File: config.mk
export PLATFORM = sky130hd
export DESIGN_NAME = fccc_lock_monitor_flat
export DESIGN_NICKNAME = d
export VERILOG_FILES = /design/src/rtl/fccc_lock_monitor_pkg.sv /design/src/rtl/fccc_lock_monitor_if.sv /design/src/rtl/fccc_lock_monitor_sync.sv /design/src/rtl/fccc_lock_monitor.sv /design/src/flat_wrapper.sv
export SDC_FILE = /design/constraint.sdc
export NUM_CORES = 1
export LEC_CHECK = 0
export BUFFER_PORTS_ARGS = -buffer_cell sky130_fd_sc_hd__buf_2
export CORE_ASPECT_RATIO = 0.8
export CORE_MARGIN = 2
export CORE_UTILIZATION = 55
export DETAILED_ROUTE_END_ITERATION = 8
export GPL_TIMING_DRIVEN = 0
export PLACE_DENSITY = 0.76
export SLEW_MARGIN = 10
export SYNTH_ARGS = -nofsm -noshare
export SYNTH_HDL_FRONTEND = slang
export SYNTH_SLANG_ARGS = --single-unit
File: constraint.sdc
create_clock -name GL0 -period 5.5 [get_ports GL0]
set_input_delay 1.1 -clock GL0 [delete_from_list [all_inputs] [get_ports GL0]]
set_output_delay 1.1 -clock GL0 [all_outputs]
set_load 0.02 [all_outputs]
File: src/rtl/fccc_lock_monitor_pkg.sv
// rtl/fccc_lock_monitor_pkg.sv - state encoding, default parameters and sizing helper for the lock monitor
package fccc_mon_pkg;

  typedef enum logic [1:0] {
    WAIT   = 2'd0,
    STABLE = 2'd1,
    RUN    = 2'd2,
    HOLD   = 2'd3
  } state_t;

  localparam int DEF_LOCK_SYNC_STAGES = 2;
  localparam int DEF_STABLE_CYCLES    = 1024;
  localparam int DEF_HOLD_CYCLES      = 16;
  localparam int DEF_LOSS_CNT_W       = 8;
  localparam int DEF_TIMEOUT_CYCLES   = 65536;

  // Counter width able to hold limit-1, never narrower than one bit.
  function automatic int clog2_min1(input int limit);
    return (limit <= 2) ? 1 : $clog2(limit);
  endfunction

endpackage

File: src/rtl/fccc_lock_monitor_if.sv
// rtl/fccc_lock_monitor_if.sv - lock input, loss-clear and status outputs of the lock monitor
interface fccc_lock_monitor_if #(
  parameter int LOSS_CNT_W = 8
);
  logic                  LOCK;
  logic                  CLR_LOSS;
  logic                  SYS_RESET;
  logic                  LOCKED;
  logic                  LOSS_PULSE;
  logic [LOSS_CNT_W-1:0] LOSS_COUNT;
  logic                  LOCK_TIMEOUT;

  modport master (
    output LOCK, CLR_LOSS,
    input  SYS_RESET, LOCKED, LOSS_PULSE, LOSS_COUNT, LOCK_TIMEOUT
  );

  modport slave (
    input  LOCK, CLR_LOSS,
    output SYS_RESET, LOCKED, LOSS_PULSE, LOSS_COUNT, LOCK_TIMEOUT
  );
endinterface

File: src/rtl/fccc_lock_monitor_sync.sv
// rtl/fccc_lock_monitor_sync.sv - N-stage async-reset synchroniser for a single bit
module fccc_sync #(
  parameter int STAGES = 2
) (
  input  logic clk,
  input  logic rst,
  input  logic d,
  output logic q
);

  logic [STAGES-1:0] ff;

  generate
    if (STAGES < 2) begin : g_bad_stages
      $error("fccc_sync: STAGES must be >= 2");
    end
  endgenerate

  always_ff @(posedge clk or posedge rst) begin
    if (rst) begin
      ff <= '0;
    end else begin
      ff <= {ff[STAGES-2:0], d};
    end
  end

  assign q = ff[STAGES-1];

endmodule

File: src/rtl/fccc_lock_monitor.sv
// rtl/fccc_lock_monitor.sv - qualifies FCCC LOCK, sequences downstream reset and logs lock losses
// Optional no-lock timeout flag built only when FCCC_LOCK_TIMEOUT_EN is defined.
module fccc_lock_monitor
  import fccc_mon_pkg::*;
#(
  parameter int LOCK_SYNC_STAGES = DEF_LOCK_SYNC_STAGES,
  parameter int STABLE_CYCLES    = DEF_STABLE_CYCLES,
  parameter int HOLD_CYCLES      = DEF_HOLD_CYCLES,
  parameter int LOSS_CNT_W       = DEF_LOSS_CNT_W,
  parameter int TIMEOUT_CYCLES   = DEF_TIMEOUT_CYCLES
) (
  input logic                GL0,
  input logic                RST,
  fccc_lock_monitor_if.slave mon
);

  localparam int CNT_W = clog2_min1((STABLE_CYCLES > HOLD_CYCLES) ? STABLE_CYCLES : HOLD_CYCLES);
  localparam logic [CNT_W-1:0] STABLE_LAST = CNT_W'(STABLE_CYCLES - 1);
  localparam logic [CNT_W-1:0] HOLD_LAST   = CNT_W'(HOLD_CYCLES - 1);

  generate
    if (LOCK_SYNC_STAGES < 2) begin : g_bad_sync
      $error("fccc_lock_monitor: LOCK_SYNC_STAGES must be >= 2");
    end
    if (STABLE_CYCLES < 2) begin : g_bad_stable
      $error("fccc_lock_monitor: STABLE_CYCLES must be >= 2");
    end
    if (HOLD_CYCLES < 1) begin : g_bad_hold
      $error("fccc_lock_monitor: HOLD_CYCLES must be >= 1");
    end
    if (LOSS_CNT_W < 1) begin : g_bad_loss_w
      $error("fccc_lock_monitor: LOSS_CNT_W must be >= 1");
    end
    if (TIMEOUT_CYCLES < 1) begin : g_bad_timeout
      $error("fccc_lock_monitor: TIMEOUT_CYCLES must be >= 1");
    end
  endgenerate

  logic                  lock_s;
  state_t                state;
  logic [CNT_W-1:0]      cnt;
  logic                  sys_reset_q;
  logic                  locked_q;
  logic                  loss_pulse_q;
  logic [LOSS_CNT_W-1:0] loss_cnt_q;
  logic                  run_entry;
  logic                  loss_event;
  logic                  run_next;

  fccc_sync #(
    .STAGES (LOCK_SYNC_STAGES)
  ) u_lock_sync (
    .clk (GL0),
    .rst (RST),
    .d   (mon.LOCK),
    .q   (lock_s)
  );

  assign run_entry  = (state == STABLE) && lock_s && (cnt == STABLE_LAST);
  assign loss_event = (state == RUN) && !lock_s;
  assign run_next   = run_entry || ((state == RUN) && lock_s);

  always_ff @(posedge GL0 or posedge RST) begin
    if (RST) begin
      state        <= WAIT;
      cnt          <= '0;
      sys_reset_q  <= 1'b1;
      locked_q     <= 1'b0;
      loss_pulse_q <= 1'b0;
      loss_cnt_q   <= '0;
    end else begin
      case (state)
        WAIT: begin
          if (lock_s) begin
            state <= STABLE;
            cnt   <= '0;
          end
        end
        STABLE: begin
          // A bounce back to WAIT is part of qualification, not a loss event.
          if (!lock_s) begin
            state <= WAIT;
          end else if (cnt == STABLE_LAST) begin
            state <= RUN;
          end else begin
            cnt <= cnt + 1'b1;
          end
        end
        RUN: begin
          if (!lock_s) begin
            state <= HOLD;
            cnt   <= '0;
          end
        end
        HOLD: begin
          if (cnt == HOLD_LAST) begin
            state <= WAIT;
          end else begin
            cnt <= cnt + 1'b1;
          end
        end
        default: begin
          state <= WAIT;
          cnt   <= '0;
        end
      endcase

      sys_reset_q  <= !run_next;
      locked_q     <= run_next;
      loss_pulse_q <= loss_event;

      // A loss on the clearing edge survives the clear.
      if (mon.CLR_LOSS) begin
        loss_cnt_q <= loss_event ? LOSS_CNT_W'(1) : '0;
      end else if (loss_event && (loss_cnt_q != {LOSS_CNT_W{1'b1}})) begin
        loss_cnt_q <= loss_cnt_q + 1'b1;
      end
    end
  end

`ifdef FCCC_LOCK_TIMEOUT_EN
  localparam int TO_W = clog2_min1(TIMEOUT_CYCLES);
  localparam logic [TO_W-1:0] TO_LAST = TO_W'(TIMEOUT_CYCLES - 1);

  logic [TO_W-1:0] to_cnt;
  logic            to_flag;

  // Runs through every non-RUN state, so lock bounces cannot hide a stuck FCCC.
  always_ff @(posedge GL0 or posedge RST) begin
    if (RST) begin
      to_cnt  <= '0;
      to_flag <= 1'b0;
    end else if (run_entry) begin
      to_cnt  <= '0;
      to_flag <= 1'b0;
    end else if (state != RUN) begin
      if (to_cnt == TO_LAST) begin
        to_flag <= 1'b1;
      end else begin
        to_cnt <= to_cnt + 1'b1;
      end
    end
  end

  assign mon.LOCK_TIMEOUT = to_flag;
`else
  assign mon.LOCK_TIMEOUT = 1'b0;
`endif

  assign mon.SYS_RESET  = sys_reset_q;
  assign mon.LOCKED     = locked_q;
  assign mon.LOSS_PULSE = loss_pulse_q;
  assign mon.LOSS_COUNT = loss_cnt_q;

endmodule

File: src/flat_wrapper.sv
// flat-port wrapper written by rule: the top's interface ports become plain ports
module fccc_lock_monitor_flat import fccc_mon_pkg::*;
#(
  parameter int LOCK_SYNC_STAGES = DEF_LOCK_SYNC_STAGES,
  parameter int STABLE_CYCLES    = DEF_STABLE_CYCLES,
  parameter int HOLD_CYCLES      = DEF_HOLD_CYCLES,
  parameter int LOSS_CNT_W       = DEF_LOSS_CNT_W,
  parameter int TIMEOUT_CYCLES   = DEF_TIMEOUT_CYCLES
)
  (GL0, RST, mon_LOCK, mon_CLR_LOSS, mon_SYS_RESET, mon_LOCKED, mon_LOSS_PULSE, mon_LOSS_COUNT, mon_LOCK_TIMEOUT);
  fccc_lock_monitor_if #(.LOSS_CNT_W(LOSS_CNT_W)) mon_i ();
  input logic GL0;
  input logic RST;
  input wire logic [$bits(mon_i.LOCK)-1:0] mon_LOCK;
  input wire logic [$bits(mon_i.CLR_LOSS)-1:0] mon_CLR_LOSS;
  output wire logic [$bits(mon_i.SYS_RESET)-1:0] mon_SYS_RESET;
  output wire logic [$bits(mon_i.LOCKED)-1:0] mon_LOCKED;
  output wire logic [$bits(mon_i.LOSS_PULSE)-1:0] mon_LOSS_PULSE;
  output wire logic [$bits(mon_i.LOSS_COUNT)-1:0] mon_LOSS_COUNT;
  output wire logic [$bits(mon_i.LOCK_TIMEOUT)-1:0] mon_LOCK_TIMEOUT;
  assign mon_i.LOCK = mon_LOCK;
  assign mon_i.CLR_LOSS = mon_CLR_LOSS;
  assign mon_SYS_RESET = mon_i.SYS_RESET;
  assign mon_LOCKED = mon_i.LOCKED;
  assign mon_LOSS_PULSE = mon_i.LOSS_PULSE;
  assign mon_LOSS_COUNT = mon_i.LOSS_COUNT;
  assign mon_LOCK_TIMEOUT = mon_i.LOCK_TIMEOUT;
  fccc_lock_monitor #(.LOCK_SYNC_STAGES(LOCK_SYNC_STAGES), .STABLE_CYCLES(STABLE_CYCLES), .HOLD_CYCLES(HOLD_CYCLES), .LOSS_CNT_W(LOSS_CNT_W), .TIMEOUT_CYCLES(TIMEOUT_CYCLES)) u_core (.GL0(GL0), .RST(RST), .mon(mon_i));
endmodule
Word-level counts from Yosys, hierarchy flattened
Cells that the tools add are included.
{ "word_totals": {"ff_bits": 25, "latch_bits": 0, "mem_bits_rw": 0, "rom_bits": 0, "in_bits": 4, "out_inout_bits": 12, "elab_cells": 49, "n_memories": 0} }
{ "op_classes": {"n_addsub": 2, "mul": 0, "div": 0, "n_lt_le_gt_ge": 0, "n_eq_ne": 13, "n_shift": 0, "muxes": 15, "bitwise_logic": 0, "n_reduce_logical": 12} }
{ "op_table": {"columns": ["op", "n"], "rows": [
  ["10-bit two-way mux", 5],
  ["10-bit case mux with 4 select lines", 1],
  ["8-bit two-way mux", 2],
  ["10-bit by 1-bit adder with 10-bit output, second input constant", 1],
  ["10-bit == test, second input constant", 1],
  ["10-bit by 4-bit == test with 1-bit output, second input constant", 1],
  ["2-bit two-way mux", 5],
  ["2-bit != test, second input constant", 5],
  ["8-bit by 1-bit adder with 8-bit output, second input constant", 1],
  ["8-bit != test, second input constant", 1],
  ["2-bit case mux with 4 select lines", 1],
  ["1-bit logical AND", 5],
  ["5-bit AND reduction", 1],
  ["2-bit == test, second input constant", 2],
  ["4-bit AND reduction", 1],
  ["3-bit != test, second input constant", 1],
  ["2-bit by 1-bit == test with 1-bit output, second input constant", 1],
  ["1-bit logical NOT", 2],
  ["2-bit logical NOT", 1],
  ["2-bit by 1-bit != test with 1-bit output, second input constant", 1],
  ["2-bit nonzero test", 1],
  ["1-bit logical OR", 1],
  ["1-bit two-way mux", 1]
]} }

Depth between registers and ports, before layout
{ "depth": {"ltp_word": 5, "ltp_mapped": 7, "mapped_depth_nobuf": 6} }

Hierarchy
From an unflattened synthesis, not the netlist that was laid out.
{ "hier_totals": {"cells_unflattened": 156, "area_unflattened_um2": 1517.7} }
{ "modules_own_cells": {"columns": ["module", "n_inst", "cells_per_inst", "area_each_um2", "seq_area_each_um2"], "rows": [
  ["fccc_lock_monitor", 1, 153, 1463.9, 576.8],
  ["fccc_sync", 1, 3, 53.8, 50.0]
]} }

Worst setup path before layout
OpenSTA, ideal clock, no wires.
{ "synth_path": {"kind": "flip-flop to flip-flop", "from": "register u_core.cnt[0]", "to": "register u_core.cnt[8]", "setup_ns": 0.129, "arrival_time_ns": 1.746, "slack_ns": 3.625, "path_stages_with_launch": 8, "path_buffers": 1, "synth_period_minus_slack_ns": 1.875, "path_cell_list": "dfrtp_1 ha_1 nand3_1 or4_4 a32oi_2 nand2b_1 buf_6 o41ai_1"} }
{ "synth_via": {"elab_chain_cells": 4, "elab_cells_between_ends": 10, "cone_classes": "add/sub: 1; eq/ne: 4; mux: 4; reduce/logical: 1"} }
{ "synth_lines": {"columns": ["element", "line_no", "text"], "rows": [
  ["start, declared", "fccc_lock_monitor.sv:41", "logic [CNT_W-1:0] cnt;"],
  ["start signal, assigned", "fccc_lock_monitor.sv:86", "cnt <= cnt + 1'b1;"],
  ["start signal, assigned", "fccc_lock_monitor.sv:99", "cnt <= cnt + 1'b1;"],
  ["10-bit by 1-bit adder with 10-bit output", "fccc_lock_monitor.sv:86, fccc_lock_monitor.sv:99", null],
  ["10-bit two-way mux", "fccc_lock_monitor.sv:83", "end else if (cnt == STABLE_LAST) begin"],
  ["10-bit two-way mux", "fccc_lock_monitor.sv:81", "if (!lock_s) begin"],
  ["10-bit case mux with 4 select lines", "fccc_lock_monitor.sv:72", "case (state)"]
]} }
Several ways; a longest one is shown, not always the timed one. The select of a mux whose other input is x is not followed.
A chain may end at the register's enable or synchronous reset.

Worst setup path after layout
{ "layout_path": {"from": "register u_core.cnt[0]", "to": "register u_core.cnt[9]"} }
The elaborated chain is that of the path after synthesis.

==> Flow_metrics.wiki <==
{| class="wikitable"
! Metric !! Value
|-
| Run status || finished clean
|-
| Transition time at the pin with the least slew margin || 0.900 ns
|-
| Std cell rows || 15
|-
| Highest fanout seen on the critical path || 10
|-
| Number of vias in the routed layout || 964
|-
| Die Span Y || 46.4 um
|-
| Placement Setup Slack || 3.40 ns
|-
| Sw frac || 23.8%
|-
| Average wire length per cell after detail routing || 13.7 um
|-
| Data arrival time of the critical path || 2.39 ns
|-
| Area enclosed by the die boundary || 2650 sq um
|-
| VDD IR max || 0.172 mV
|-
| Weighted congestion at the end of routability-driven global placement || 0.834
|-
| Final Instance Area || 1360 sq um
|-
| Standard cell core area || 2140 sq um
|-
| Residual antenna-violating net count after detailed routing || 0
|-
| Post-synthesis cell type with the largest combined area || sky130_fd_sc_hd__dfrtp_1
|-
| Proportion of netlist area held by the largest area contributor || 48.6%
|-
| Share of cells above drive strength 1 || 17.6%
|-
| Sw power || 0.0692 mW
|-
| Nets in the synthesized netlist || 131
|-
| Fmax achieved || 463 MHz
|-
| MaxCap Viol Count || 0
|-
| First-pass GRT wire length || 3910 um
|-
| GRT Util Overall || 19.7%
|-
| Drt first-iter violations || 27
|-
| Cell chain of the critical path || ha_1 > nand3_1 > or4_4 > a32oi_2 > buf_4 > o21ai_0 > o31ai_1
|-
| Final-report max-slew violation count || 0
|-
| CTS Sinks || 25
|-
| Internal power || 0.222 mW
|-
| Internal reg-to-reg setup slack || 3.34 ns
|-
| Number of ports placed on the die boundary || 16
|-
| Count of antenna diodes in the layout || 0
|-
| Main area contributors after synthesis || sky130_fd_sc_hd__dfrtp_1, sky130_fd_sc_hd__o21ai_0, sky130_fd_sc_hd__o31ai_1
|-
| Cell count after synthesis || 125
|-
| Proportion of register bits with asynchronous set or reset after synthesis || 100%
|-
| Post-CTS Resized || 0
|-
| Largest net degree at the start of global routing || 26
|-
| Fraction of the cycle the final worst path needs || 39.2%
|-
| Worst setup margin || 3.34 ns
|-
| Vias in the first global route || 886
|-
| RSZ-0062 raised after global routing || false
|-
| Power share of the sequential group || 65.8%
|-
| Setup TNS after final layout || 0 ns
|-
| Most frequently used cell type in the post-synthesis netlist || sky130_fd_sc_hd__dfrtp_1
|-
| DR DRC count || 0
|-
| Cts hold-fix bufs || 0
|-
| Required time at the endpoint of the critical path || 5.73 ns
|-
| Synthesized flop and latch total || 25
|-
| Post-CTS setup buffers || 0
|-
| Number of port buffers || 13
|-
| Source-to-sink clock delay at the later pin of the worst-skew pair || 0.32 ns
|-
| Most used flip-flop cell after synthesis || sky130_fd_sc_hd__dfrtp_1
|-
| Ys Warns || 0
|-
| Total detailed-routing wirelength || 2290 um
|-
| Global-route congestion overflow total || 0
|-
| Final Critical Period || 2.16 ns
|-
| Total of endpoints with negative setup slack in the final report || 0
|-
| Synthesized area per cell || 9.89 sq um
|-
| Delay of the slowest cell on the worst path || 0.58 ns
|-
| CTS max path bufs || 2
|-
| Cell area after technology mapping || 1240 sq um
|-
| Area growth from synthesis to final layout || 10.0%
|-
| Multi-input logic area || 561 sq um
|-
| Number of synthesized flops with an enable pin || 0
|-
| Clock share of power || 27.5%
|-
| Number of levels in the clock H-tree || 1
|-
| Clock Skews || 0.00758 ns
|-
| Detailed-route vias per instance || 5.77
|-
| Power Dens Cells || 214 nW/um^2
|-
| Type of the worst setup path || reg2reg
|-
| NumNets Final || 149
|-
| Hold Violations, Final || 0
|-
| Critical path endpoint category || register
|-
| Part of the total power dissipated in combinational logic || 6.6%
|-
| Top cells by instance count after synthesis || sky130_fd_sc_hd__dfrtp_1, sky130_fd_sc_hd__o21ai_0, sky130_fd_sc_hd__nor2_1
|-
| Hold WC Path Type || reg2reg
|-
| Cell area reported after detailed placement || 1330 sq um
|-
| Clock tree from TritonCTS || built
|-
| Number of placed instances with taps included || 163
|-
| Iteration count of the initial detailed-routing pass || 4
|-
| Register clock-pin slew on the reported worst setup and hold paths || 0.13 ns
|-
| Clock buffers created by TritonCTS || 3
|-
| Lkg Pwr || 0.620 nW
|-
| Final cell count without fillers || 167
|-
| DP HPWL || 1670 um
|-
| Slowest stage cell on the critical path || sky130_fd_sc_hd__or4_4
|-
| Startpoint class of the critical path || register
|-
| Number of antenna violations at the first check in global routing || 0
|-
| Reg area || 627 sq um
|-
| Initial core utilization || 57.8%
|-
| CTS Root Cell || sky130_fd_sc_hd__clkbuf_4
|-
| Slew HR || 39.9%
|-
| Unique cell type count in the Yosys netlist || 35
|-
| Layout fillers || 189
|-
| Sequential area share after synthesis || 50.7%
|-
| Width of the die || 57.0 um
|}
## power by group through the flow
stage | clock network [mW] | registers, mW | logic (mW)
6_report | 0.0802 | 0.192 | 0.0193
3_3_place_gp | 0 | 0.195 | 0.0188
5_1_grt | 0.0893 | 0.193 | 0.0225
3_5_place_dp | 0 | 0.195 | 0.0194
4_1_cts | 0.0839 | 0.192 | 0.0194
2_1_floorplan | 0 | 0.194 | 0.0153
## metrics by stage
stage | power, mW | hold WS (ns) | util, %
2_1_floorplan | 0.209 | 0.331 | -
4_1_cts | 0.295 | 0.377 | 63.6
3_5_place_dp | 0.214 | 0.339 | 62.3
6_report | 0.291 | 0.375 | 63.6
5_1_grt | 0.304 | 0.381 | 63.6
3_3_place_gp | 0.214 | 0.336 | 62.3
## path summary, 6_finish.rpt
path / start / to / cells after the start
worst max-delay path: u_core.cnt[0]$_DFFE_PP0P_ / u_core.cnt[9]$_DFFE_PP0P_ / 7
worst min-delay path: u_core.u_lock_sync.ff[0]$_DFF_PP0_ / u_core.u_lock_sync.ff[1]$_DFF_PP0_ / 0
worst max register to register: u_core.cnt[0]$_DFFE_PP0P_ / u_core.cnt[9]$_DFFE_PP0P_ / 7
worst min register to register: u_core.u_lock_sync.ff[0]$_DFF_PP0_ / u_core.u_lock_sync.ff[1]$_DFF_PP0_ / 0
max in group asynchronous: RST / u_core.cnt[7]$_DFFE_PP0P_ / 2
min in group asynchronous: RST / u_core.state[0]$_DFFE_PP0P_ / 2
## sequential cells by signal, summed over array words and instances (netlist names), named ones only
signal,cells
u_core.mon.SYS_RESET,1
u_core.mon.LOCKED,1
u_core.cnt,10
u_core.mon.LOSS_PULSE,1
u_core.u_lock_sync.ff,2
u_core.mon.LOSS_COUNT,8
u_core.state,1
## cell type report
cell class              count  share of cell area, %
well taps                  25                   2.30
clock inverters             1                  0.368
clock buffers               3                   1.66
flip-flops and latches     25                   46.1
inverters                   4                   1.10
multi-input cells          91                   41.2
plain buffers               5                   2.48
repair buffers             13                   4.78
## logic make-up after synthesis
group	synth area share (%)
AO/OA/AOI/OAI	14.2
XOR/XNOR	2.83
adder cells (fa/ha/maj)	2.02
buffers and inverters	3.95
flip-flops	50.7
multiplexers	1.62
other	0.303
AND/OR/NAND/NOR	24.4
## cell usage in the layout, fill, tap and decap left out, types with 2 or more instances in the layout
| cell | synthesis | layout |
|---|---|---|
| sky130_fd_sc_hd__dfrtp_1 | 24 | 24 |
| sky130_fd_sc_hd__buf_2 | 0 | 13 |
| sky130_fd_sc_hd__o21ai_0 | 12 | 12 |
| sky130_fd_sc_hd__nor2_1 | 11 | 11 |
| sky130_fd_sc_hd__nand2_1 | 10 | 10 |
| sky130_fd_sc_hd__nand3_1 | 6 | 6 |
| sky130_fd_sc_hd__and2_1 | 6 | 6 |
| sky130_fd_sc_hd__o31ai_1 | 6 | 6 |
| sky130_fd_sc_hd__nand2b_1 | 5 | 5 |
| sky130_fd_sc_hd__nand4_1 | 4 | 4 |
| sky130_fd_sc_hd__inv_1 | 4 | 4 |
| sky130_fd_sc_hd__and3_1 | 3 | 3 |
| sky130_fd_sc_hd__nor2b_1 | 3 | 3 |
| sky130_fd_sc_hd__xnor2_1 | 3 | 3 |
| sky130_fd_sc_hd__clkbuf_4 | 0 | 3 |
| sky130_fd_sc_hd__buf_4 | 2 | 2 |
| sky130_fd_sc_hd__mux2i_1 | 2 | 2 |
| sky130_fd_sc_hd__o21ai_1 | 2 | 2 |
| sky130_fd_sc_hd__o21a_1 | 2 | 2 |
| sky130_fd_sc_hd__o211ai_1 | 2 | 2 |
| sky130_fd_sc_hd__ha_1 | 2 | 2 |
## critical path: cells and delay by family (launching register included)
family / cells / cell delay [ns]
compound gates: 3 / 0.46
fa+ha+maj: 1 / 0.23
buf+inv: 1 / 0.22
flops: 1 / 0.43
simple gates: 2 / 0.73
## routing by layer
metal	routed length [um]	vias up	GRT usage (%)
li1	-	474	-
met1	1160	464	26.0
met2	1010	21	31.7
met3	98	5	6.46
met4	17	0	5.58
met5	0	-	0
(Power assumes the default switching activity.)
